===== src/rtl/pipeline_pkg.sv =====
// Shared pipeline types: the IF/ID bundle and the fetch FSM state encoding.
package pipeline_pkg;
    localparam int INSTR_W = 32;
    localparam int PC_W    = 32;

    typedef struct packed {
        logic [PC_W-1:0]    pc;
        logic [PC_W-1:0]    pc_plus4;
        logic [INSTR_W-1:0] instr;
    } ifid_t;

    typedef enum logic [1:0] {BOOT, RUN, HALT} fetch_state_t;
endpackage


===== src/rtl/fetch_unit_if.sv =====
// Fetch unit bus: redirect input, imem request/response channel and decode-side handshake.
interface fetch_unit_if
    import pipeline_pkg::*;
#(
    parameter int XLEN = PC_W
) ();
    logic              redirect_valid;
    logic [XLEN-1:0]   redirect_pc;
    logic              imem_req_valid;
    logic              imem_req_ready;
    logic [XLEN-1:0]   imem_req_addr;
    logic              imem_rsp_valid;
    logic [INSTR_W-1:0] imem_rsp_data;
    ifid_t             ifid_out;
    logic              ifid_valid;
    logic              ifid_ready;

    modport master (
        input  redirect_valid, redirect_pc, imem_req_ready, imem_rsp_valid, imem_rsp_data, ifid_ready,
        output imem_req_valid, imem_req_addr, ifid_out, ifid_valid
    );

    modport slave (
        output redirect_valid, redirect_pc, imem_req_ready, imem_rsp_valid, imem_rsp_data, ifid_ready,
        input  imem_req_valid, imem_req_addr, ifid_out, ifid_valid
    );
endinterface


===== src/rtl/fetch_fifo.sv =====
// Synchronous FIFO with a synchronous clear; storage is not reset, only the pointers/count.
module fetch_fifo #(
    parameter int WIDTH = 32,
    parameter int DEPTH = 4
) (
    input  logic                   clk,
    input  logic                   reset,
    input  logic                   clear,
    input  logic                   push,
    input  logic [WIDTH-1:0]       push_data,
    input  logic                   pop,
    output logic [WIDTH-1:0]       head,
    output logic [$clog2(DEPTH):0] count
);
    localparam int AW = $clog2(DEPTH);

    logic [WIDTH-1:0] mem [DEPTH];
    logic [AW-1:0]    wr_ptr;
    logic [AW-1:0]    rd_ptr;

    always_ff @(posedge clk or posedge reset) begin
        if (reset) begin
            wr_ptr <= '0;
            rd_ptr <= '0;
            count  <= '0;
        end else if (clear) begin
            wr_ptr <= '0;
            rd_ptr <= '0;
            count  <= '0;
        end else begin
            if (push) wr_ptr <= wr_ptr + AW'(1);
            if (pop)  rd_ptr <= rd_ptr + AW'(1);
            if (push && !pop)
                count <= count + (AW+1)'(1);
            else if (pop && !push)
                count <= count - (AW+1)'(1);
        end
    end

    always_ff @(posedge clk) begin
        if (push && !clear) mem[wr_ptr] <= push_data;
    end

    assign head = mem[rd_ptr];
endmodule


===== src/rtl/fetch_unit.sv =====
// Instruction fetch stage: sequential PC generation, credit-limited imem requests, fetch queue to decode.
// Optional FETCH_MISALIGN_CHECK_EN: misaligned redirects halt fetch and pulse fetch_misaligned.
module fetch_unit
    import pipeline_pkg::*;
#(
    parameter int              XLEN     = PC_W,
    parameter logic [XLEN-1:0] RESET_PC = '0,
    parameter int              FQ_DEPTH = 4
) (
    input  logic clk,
    input  logic reset,
    fetch_unit_if.master bus
`ifdef FETCH_MISALIGN_CHECK_EN
    ,
    output logic fetch_misaligned
`endif
);
    localparam int CW = $clog2(FQ_DEPTH) + 1;

    fetch_state_t    state, state_nxt;
    logic [XLEN-1:0] pc;
    logic [XLEN-1:0] redir_target;
    logic [XLEN-1:0] pend_pc;
    logic [CW-1:0]   outstanding;
    logic [CW-1:0]   drop;
    logic [CW-1:0]   q_count;
    logic [CW:0]     credit_used;
    ifid_t           q_entry, q_head;
    logic            req_fire, rsp, q_push, q_pop;

`ifdef FETCH_MISALIGN_CHECK_EN
    assign redir_target = bus.redirect_pc;
`else
    assign redir_target = {bus.redirect_pc[XLEN-1:2], bus.redirect_pc[1:0] & 2'b00};
`endif

    assign req_fire    = bus.imem_req_valid && bus.imem_req_ready;
    assign rsp         = bus.imem_rsp_valid;
    // A redirect wins over everything in the same cycle: no enqueue, no dequeue.
    assign q_push      = rsp && (drop == '0) && !bus.redirect_valid;
    assign q_pop       = bus.ifid_valid && bus.ifid_ready && !bus.redirect_valid;
    assign credit_used = {1'b0, outstanding} + {1'b0, q_count};

    assign q_entry.pc       = pend_pc;
    assign q_entry.pc_plus4 = pend_pc + XLEN'(4);
    assign q_entry.instr    = bus.imem_rsp_data;

    // The pending-PC occupancy is exactly the number of requests still awaiting a response.
    fetch_fifo #(.WIDTH(XLEN), .DEPTH(FQ_DEPTH)) u_pend_fifo (
        .clk(clk), .reset(reset), .clear(1'b0),
        .push(req_fire), .push_data(pc), .pop(rsp),
        .head(pend_pc), .count(outstanding)
    );

    fetch_fifo #(.WIDTH($bits(ifid_t)), .DEPTH(FQ_DEPTH)) u_fetch_q (
        .clk(clk), .reset(reset), .clear(bus.redirect_valid),
        .push(q_push), .push_data(q_entry), .pop(q_pop),
        .head(q_head), .count(q_count)
    );

    always_ff @(posedge clk or posedge reset) begin
        if (reset) state <= BOOT;
        else       state <= state_nxt;
    end

    always_comb begin
        state_nxt = state;
        case (state)
            BOOT:    state_nxt = RUN;
            RUN:     state_nxt = RUN;
            HALT:    state_nxt = HALT;
            default: state_nxt = BOOT;
        endcase
`ifdef FETCH_MISALIGN_CHECK_EN
        if (bus.redirect_valid)
            state_nxt = (bus.redirect_pc[1:0] != 2'b00) ? HALT : RUN;
`else
        if (state == HALT) state_nxt = RUN;
`endif
    end

    always_comb begin
        bus.imem_req_valid = (state == RUN) && !bus.redirect_valid &&
                             (credit_used < (CW+1)'(FQ_DEPTH));
        bus.imem_req_addr  = pc;
        bus.ifid_valid     = (q_count != '0);
        bus.ifid_out       = bus.ifid_valid ? q_head : '0;
    end

    // Every response in flight at a redirect belongs to the wrong path.
    always_ff @(posedge clk or posedge reset) begin
        if (reset) begin
            pc   <= RESET_PC;
            drop <= '0;
        end else if (bus.redirect_valid) begin
            pc   <= redir_target;
            drop <= outstanding - CW'(rsp);
        end else begin
            if (req_fire)              pc   <= pc + XLEN'(4);
            if (rsp && (drop != '0))   drop <= drop - CW'(1);
        end
    end

`ifdef FETCH_MISALIGN_CHECK_EN
    always_ff @(posedge clk or posedge reset) begin
        if (reset) fetch_misaligned <= 1'b0;
        else       fetch_misaligned <= bus.redirect_valid && (bus.redirect_pc[1:0] != 2'b00);
    end
`endif
endmodule


===== src/flat_wrapper.sv =====
// flat-port wrapper written by rule: the top's interface ports become plain ports
module fetch_unit_flat import pipeline_pkg::*;
#(
    parameter int              XLEN     = PC_W,
    parameter logic [XLEN-1:0] RESET_PC = '0,
    parameter int              FQ_DEPTH = 4
)
  (clk, reset, bus_redirect_valid, bus_redirect_pc, bus_imem_req_ready, bus_imem_rsp_valid, bus_imem_rsp_data, bus_ifid_ready, bus_imem_req_valid, bus_imem_req_addr, bus_ifid_out, bus_ifid_valid);
  fetch_unit_if #(.XLEN(XLEN)) bus_i ();
  input  logic clk;
  input  logic reset;
  input wire logic [$bits(bus_i.redirect_valid)-1:0] bus_redirect_valid;
  input wire logic [$bits(bus_i.redirect_pc)-1:0] bus_redirect_pc;
  input wire logic [$bits(bus_i.imem_req_ready)-1:0] bus_imem_req_ready;
  input wire logic [$bits(bus_i.imem_rsp_valid)-1:0] bus_imem_rsp_valid;
  input wire logic [$bits(bus_i.imem_rsp_data)-1:0] bus_imem_rsp_data;
  input wire logic [$bits(bus_i.ifid_ready)-1:0] bus_ifid_ready;
  output wire logic [$bits(bus_i.imem_req_valid)-1:0] bus_imem_req_valid;
  output wire logic [$bits(bus_i.imem_req_addr)-1:0] bus_imem_req_addr;
  output wire logic [$bits(bus_i.ifid_out)-1:0] bus_ifid_out;
  output wire logic [$bits(bus_i.ifid_valid)-1:0] bus_ifid_valid;
  assign bus_i.redirect_valid = bus_redirect_valid;
  assign bus_i.redirect_pc = bus_redirect_pc;
  assign bus_i.imem_req_ready = bus_imem_req_ready;
  assign bus_i.imem_rsp_valid = bus_imem_rsp_valid;
  assign bus_i.imem_rsp_data = bus_imem_rsp_data;
  assign bus_i.ifid_ready = bus_ifid_ready;
  assign bus_imem_req_valid = bus_i.imem_req_valid;
  assign bus_imem_req_addr = bus_i.imem_req_addr;
  assign bus_ifid_out = bus_i.ifid_out;
  assign bus_ifid_valid = bus_i.ifid_valid;
  fetch_unit #(.XLEN(XLEN), .RESET_PC(RESET_PC), .FQ_DEPTH(FQ_DEPTH)) u_core (.clk(clk), .reset(reset), .bus(bus_i));
endmodule

===== config.mk =====
export PLATFORM = sky130hd
export DESIGN_NAME = fetch_unit_flat
export DESIGN_NICKNAME = d
export VERILOG_FILES = /design/src/rtl/pipeline_pkg.sv /design/src/rtl/fetch_unit_if.sv /design/src/rtl/fetch_fifo.sv /design/src/rtl/fetch_unit.sv /design/src/flat_wrapper.sv
export SDC_FILE = /design/constraint.sdc
export NUM_CORES = 1
export LEC_CHECK = 0
export ABC_AREA = 1
export ABC_CLOCK_PERIOD_IN_PS = 14750
export CAP_MARGIN = 30
export CORE_AREA = 2 2 282 284
export DETAILED_ROUTE_END_ITERATION = 16
export DIE_AREA = 0 0 284 286
export PLACE_DENSITY_LB_ADDON = 0.15
export SYNTH_ARGS = -nofsm -noshare
export SYNTH_HDL_FRONTEND = slang
export SYNTH_SLANG_ARGS = --single-unit
export TNS_END_PERCENT = 20

===== constraint.sdc =====
create_clock -name clk -period 14.75 [get_ports clk]
set_input_delay 1.475 -clock clk [delete_from_list [all_inputs] [get_ports clk]]
set_output_delay 1.475 -clock clk [all_outputs]
set_load 0.01 [all_outputs]

Word level (Yosys, flattened, before mapping):

Memories as Yosys holds them, arrays and structs flattened.
Index checks and enable logic that the tools add are counted.

* register bits: 50
* memory bits (writable): 512
* input port bits: 70
* output and inout bits: 130
* word-level logic and storage cells: 76
* memories: 2

Memory list
* u_core.u_fetch_q.mem: words 4, width 96, read ports 1, clocked after Yosys merged registers in 0, write ports 1, line fetch_fifo.sv:17 `logic [WIDTH-1:0] mem [DEPTH];`
* u_core.u_pend_fifo.mem: words 4, width 32, read ports 1, clocked after Yosys merged registers in 0, write ports 1, line fetch_fifo.sv:17

* add/subtract/negate cells: 13
* order comparisons: 1
* equality and inequality tests: 2
* mux-type cells: 20
* reduce and logical (&&, ||, !) cells: 29

Operator list (count)
* 96-bit two-way mux: 1
* 32-bit by 3-bit adder with 32-bit output (second input constant): 2
* 32-bit two-way mux: 2
* 3-bit two-way mux: 7
* 1-bit logical AND: 13
* 2-bit nonzero test: 5
* 3-bit nonzero test: 3
* 3-bit by 1-bit subtractor with 3-bit output (second input constant): 3
* 2-bit by 1-bit adder with 2-bit output (second input constant): 4
* 2-bit two-way mux: 4
* 3-bit by 1-bit adder with 3-bit output (second input constant): 2
* 1-bit two-way mux: 6
* 1-bit zero test: 5
* 3-bit by 3-bit adder with 4-bit output: 1
* 4-bit by 3-bit less-than comparator with 1-bit output (second input constant): 1
* 3-bit zero test: 1
* 3-bit by 1-bit subtractor with 3-bit output: 1
* 1-bit by 2-bit == test with 1-bit output (second input constant): 1
* 2-bit zero test: 1
* 2-bit OR reduction: 1
* 1-bit == test (second input constant): 1

Depth between registers and ports, before layout:

* word-level depth: 8
* depth in mapped cells: 14
* gate-level depth less buffers: 13

Modules after synthesis:

A second synthesis with hierarchy kept.

* cell total of the unflattened synthesis: 2087
* area total of the unflattened synthesis: 23864.1 um^2

By module, submodules not included
* fetch_fifo at u_core.u_fetch_q: times used 1, cells each 988, area each 14672.8 um^2, sequential area each 11706.2 um^2
* fetch_fifo at u_core.u_pend_fifo: times used 1, cells each 370, area each 5182.5 um^2, sequential area each 4018.9 um^2
* fetch_unit: times used 1, cells each 729, area each 4008.8 um^2, sequential area each 850.8 um^2

Worst setup path before layout:

OpenSTA, ideal clock, no wires.

* kind: input -> register
* from: input bus_redirect_valid
* to: memory u_core.u_fetch_q.mem[0][0] (netlist name), enable pin
* setup time: 0.543 ns
* arrival: 5.786 ns
* data required time: 14.207 ns
* slack: 8.421 ns
* stages: 4
* path buffers: 1
* path through: clkbuf_1 nor2_1 inv_1 nor2_1

* word-level cells in the longest chain between the ends: 5

Ends and longest elaborated chain
* start, declared: line flat_wrapper.sv:12 `input wire logic [$bits(bus_i.redirect_valid)-1:0] bus_redirect_valid;`
* 1-bit zero test *: line fetch_fifo.sv:41, fetch_unit.sv:40
* 1-bit logical AND: line fetch_unit.sv:40 `assign q_push = rsp && (drop == '0) && !bus.redirect_valid;`
* 1-bit logical AND *: line fetch_fifo.sv:41 `if (push && !clear) mem[wr_ptr] <= push_data;`
* 1-bit two-way mux *: line fetch_fifo.sv:41
* 1-bit two-way mux (not written as such) *: line fetch_fifo.sv:41
* end, declared: line fetch_fifo.sv:17

Mark *: on every way between the ends. The rest lies on a longest branch, timed or not.

Worst setup path in the final report:

* from: register u_core.u_fetch_q.rd_ptr[0]
* to: output bus_ifid_out[63]

* word-level cells in the longest chain between the ends: 2

Ends and longest elaborated chain
* start, declared: line fetch_fifo.sv:19 `logic [AW-1:0] rd_ptr;`
* start signal, assigned: line fetch_fifo.sv:32 `if (pop) rd_ptr <= rd_ptr + AW'(1);`
* memory 4 x 96 bit
* 96-bit two-way mux: line fetch_unit.sv:87 `bus.ifid_out = bus.ifid_valid ? q_head : '0;`
* end, declared: line flat_wrapper.sv:20 `output wire logic [$bits(bus_i.ifid_out)-1:0] bus_ifid_out;`

Every way passes these cells.

==> metrics.md <==
| Metric | Value |
|---|---|
| Die ar. | 81200 um2 |
| Final WL | 62800 um |
| Met3 WL post-DR | 3000 um |
| Filler Cells Inserted | 7801 |
| Register area share after synthesis | 68.0% |
| Leak | 10.2 nW |
| IO Count | 200 |
| Routed met1 length | 29700 um |
| Met2 WL | 29000 um |
| Max Freq | 182 MHz |
| Die H | 286 um |
| GRT Total Usage | 15.1% |
| Worst path arrival time | 4.01 ns |
| Initial Utilization | 29.8% |
| Initial antenna violation count | 1 |
| Yosys reg bits | 536 |
| Status | complete, no violations |
| # H-tree levels | 2 |
| DR pass1 iterations | 5 |
| Pin count of the biggest net entering global routing | 95 |
| TritonCTS clock tree | yes |
| Diode count | 0 |
| Root buffer cell | clkbuf_16 |
| Fraction of layout instances using a drive strength above 1 | 5.93% |
| Worst rel slew slack | 35.9% |
| Buffers added on ports | 191 |
| Vias in the first global route | 15400 |
| First-pass GRT wire length | 94900 um |
| P per Cell Area | 182 nW/um2 |
| Worst Path Buf+Inv | 4 |
| Setup CP Type | flop to output port |
| Max Cap Viol | 0 |
| Clock Skew | 0.0308 ns |
| Storage cell area | 15900 um2 |
| Core Region | 78400 um2 |
| Hpwl dp | 36900 um |
| Worst-Skew Late Latency | 0.64 ns |
| Final setup fails | 0 |
| HP Class | flop to flop |
| R2R cell count | 10 |
| Placed Instances | 3368 |
| Hold-fix buffers, CTS | 0 |
| Crit path depth | 8 |
| Startpoint Class | flop |
| Placer Congestion | 0.786 |
| Synth Instances | 2209 |
| Max-slew violations | 0 |
| Critical Path Start | u_core.u_fetch_q.rd_ptr[0] |
| RSZ-0062 raised after global routing | false |
| VDD IR max | 0.0903 mV |
| Netlist cell types | 33 |
| Multi-input gate area | 6600 um2 |
| Reg-to-reg endpoint | u_core.u_fetch_q.mem[1][47] |
| Synth Area per Inst | 10.6 um2 |
| Crit-path slowest cell | dfrtp_4 |
| Clock transition at path regs | 0.06 ns |
| Routed Antenna Nets | 0 |
| Reg-to-reg slack, setup | 11.36 ns |
| Nets | 2469 |
| CP Cell Sequence | buf_4 > buf_16 > buf_4 > nor2_1 > nor2_1 > o21ai_0 > a21oi_1 > clkdlybuf4s50_1 |
| Synthesis Warnings | 0 |
| Core Rows | 103 |
| Via Count | 15900 |
| Iter 0 DRT Violations | 1043 |
| Synthesized area | 23300 um2 |
| WL per Instance | 18.0 um |
| Reg2reg start | u_core.u_pend_fifo.rd_ptr[1] |
| Worst Tran Pin Value | 0.961 ns |
| Fin. Hold Viols | 0 |
| DRC | 0 |
| CP endpoint kind | output port |
| Number of post-CTS setup repair buffers | 0 |
| Post_cts resized | 0 |
| Fin cells | 3480 |
| Crit path max fanout | 75 |
| Die X | 284 um |
| CTS Sinks | 536 |
| DR vias/cell | 4.56 |
| Crit-path max cell delay | 0.75 ns |
| Final Cycle Share | 37.2% |
| Max Buffers Root-to-Sink | 3 |
| HP Start | u_core.drop[2] |
| Worst Path Required | 13.28 ns |
| Critical path's top delay family | buffers and inverters |
| Shortest period the worst path allows | 5.48 ns |
| Hold depth | 1 |
| Total grt overflow | 0 |
| Setup TNS | 0 ns |
| Area growth syn-to-layout | 21.0% |
| Num CTS Buffers | 59 |
| Worst hold endpoint | u_core.drop[2] |
| Uppermost routed layer | met5 |
[worst reg2reg max path, cell delays in order, from the launching register on]
cell and delay, ns:
dfrtp_1 0.36, buf_4 0.30, inv_1 0.36, buf_4 0.49
nand2_1 0.11, nand2_1 0.28, nand2_1 0.18, nor2_1 0.26
nand2_1 0.14, nor2_4 0.19, xor2_1 0.47
[cells in the final DEF, fill, tap and decap left out, types with 25 or more instances in the layout]
master,n
clkdlybuf4s50_1,191
o21ai_0,205
buf_4,25
xor2_1,38
inv_1,101
a21oi_1,99
nor2_1,454
nand3_1,90
dfrtp_1,45
nand2_1,469
clkbuf_16,59
edfxtp_1,488
[flip-flops by register name, indices dropped and copies added (netlist names)]
name                       cells
u_core.u_fetch_q.mem         368
u_core.u_fetch_q.rd_ptr        2
u_core.u_fetch_q.wr_ptr        2
u_core.u_fetch_q.count         3
u_core.u_pend_fifo.wr_ptr      2
u_core.u_pend_fifo.rd_ptr      2
u_core.bus.imem_req_addr      30
u_core.drop                    3
u_core.u_pend_fifo.count       3
u_core.u_pend_fifo.mem       120
u_core.state                   1
[where the power goes]
| part | total [mW] | switching [mW] | internal [mW] |
|---|---|---|---|
| combinational | 1.72 | 1.14 | 0.583 |
| clock | 1.44 | 0.602 | 0.841 |
| sequential | 1.99 | 0.0899 | 1.90 |
[worst max-delay path by stage]
| stage | end |
|---|---|
| 2_1_floorplan | u_core.u_fetch_q.mem[0][0] |
| 3_3_place_gp | bus_ifid_out[34] |
| 3_5_place_dp | bus_ifid_out[63] |
| 4_1_cts | bus_ifid_out[63] |
| 5_1_grt | bus_ifid_out[75] |
| 6_report | bus_ifid_out[63] |
[cells in the mapped netlist]
cell type,instances,area (um2)
o21bai_1,1,7.51
nand4_1,9,56.3
o211ai_1,14,105
fa_1,2,40.0
inv_2,4,15.0
o21ai_0,205,1030
nand2_2,8,50.1
buf_1,10,37.5
nand3_1,90,450
nand3b_1,4,30.0
nor2_4,3,33.8
a31oi_1,1,6.26
ha_1,17,213
conb_1,2,7.51
a32oi_1,1,8.76
nor2_2,6,37.5
inv_1,104,390
o22ai_1,1,6.26
dfrtp_1,48,1200
nor2_1,462,1730
clkbuf_1,71,267
edfxtp_1,488,14700
buf_6,6,67.6
buf_4,10,75.1
clkinv_1,1,3.75
nand2_1,469,1760
a21oi_1,99,495
nor3_1,10,50.1
nor3_2,1,10.0
a41oi_1,1,8.76
buf_2,16,80.1
xor2_1,38,333
xnor2_1,7,61.3
[per-stage QoR]
step / setup slack (ns) / power, mW / instance area [um2] / hold slack [ns] / util (%)
5_1_grt: 9.01 / 5.46 / 28200 / 0.547 / 36.0
3_3_place_gp: 9.58 / 3.72 / 26300 / 0.475 / 33.5
3_5_place_dp: 9.60 / 3.76 / 26300 / 0.500 / 33.6
6_report: 9.27 / 5.15 / 28200 / 0.504 / 36.0
4_1_cts: 8.91 / 5.22 / 28200 / 0.507 / 36.0
2_1_floorplan: 8.42 / 2.96 / 23300 / 0.457 / -
[cell type report]
class                           instances  area share, %
Sequential cell                       536           56.2
Multi-Input combinational cell       1456           23.4
Timing Repair Buffer                  218           7.63
Clock buffer                           74           5.43
Tap cell                             1050           4.65
Inverter                              109           1.46
Clock inverter                         37           1.27
[cells by family (layout without fill, tap and decap cells)]
| logic type | count (synthesis) | count (layout) | synth area share, % |
|---|---|---|---|
| xor gates and xnor gates | 45 | 45 | 1.69 |
| buffers and inverters | 222 | 438 | 4.01 |
| and+or+nand+nor | 1062 | 1062 | 18.1 |
| other | 2 | 7 | 0.0322 |
| adders and majority gates | 19 | 19 | 1.08 |
| DFF | 536 | 536 | 68.0 |
| AOI/OAI and AO/OA | 323 | 323 | 7.14 |
[metal layers]
layer	up-vias	global-route usage, %
li1	7804	-
met1	7663	21.1
met2	344	24.7
met3	60	2.64
met4	2	3.25
met5	-	0
No activity file was read; power rests on OpenSTA's default activity.
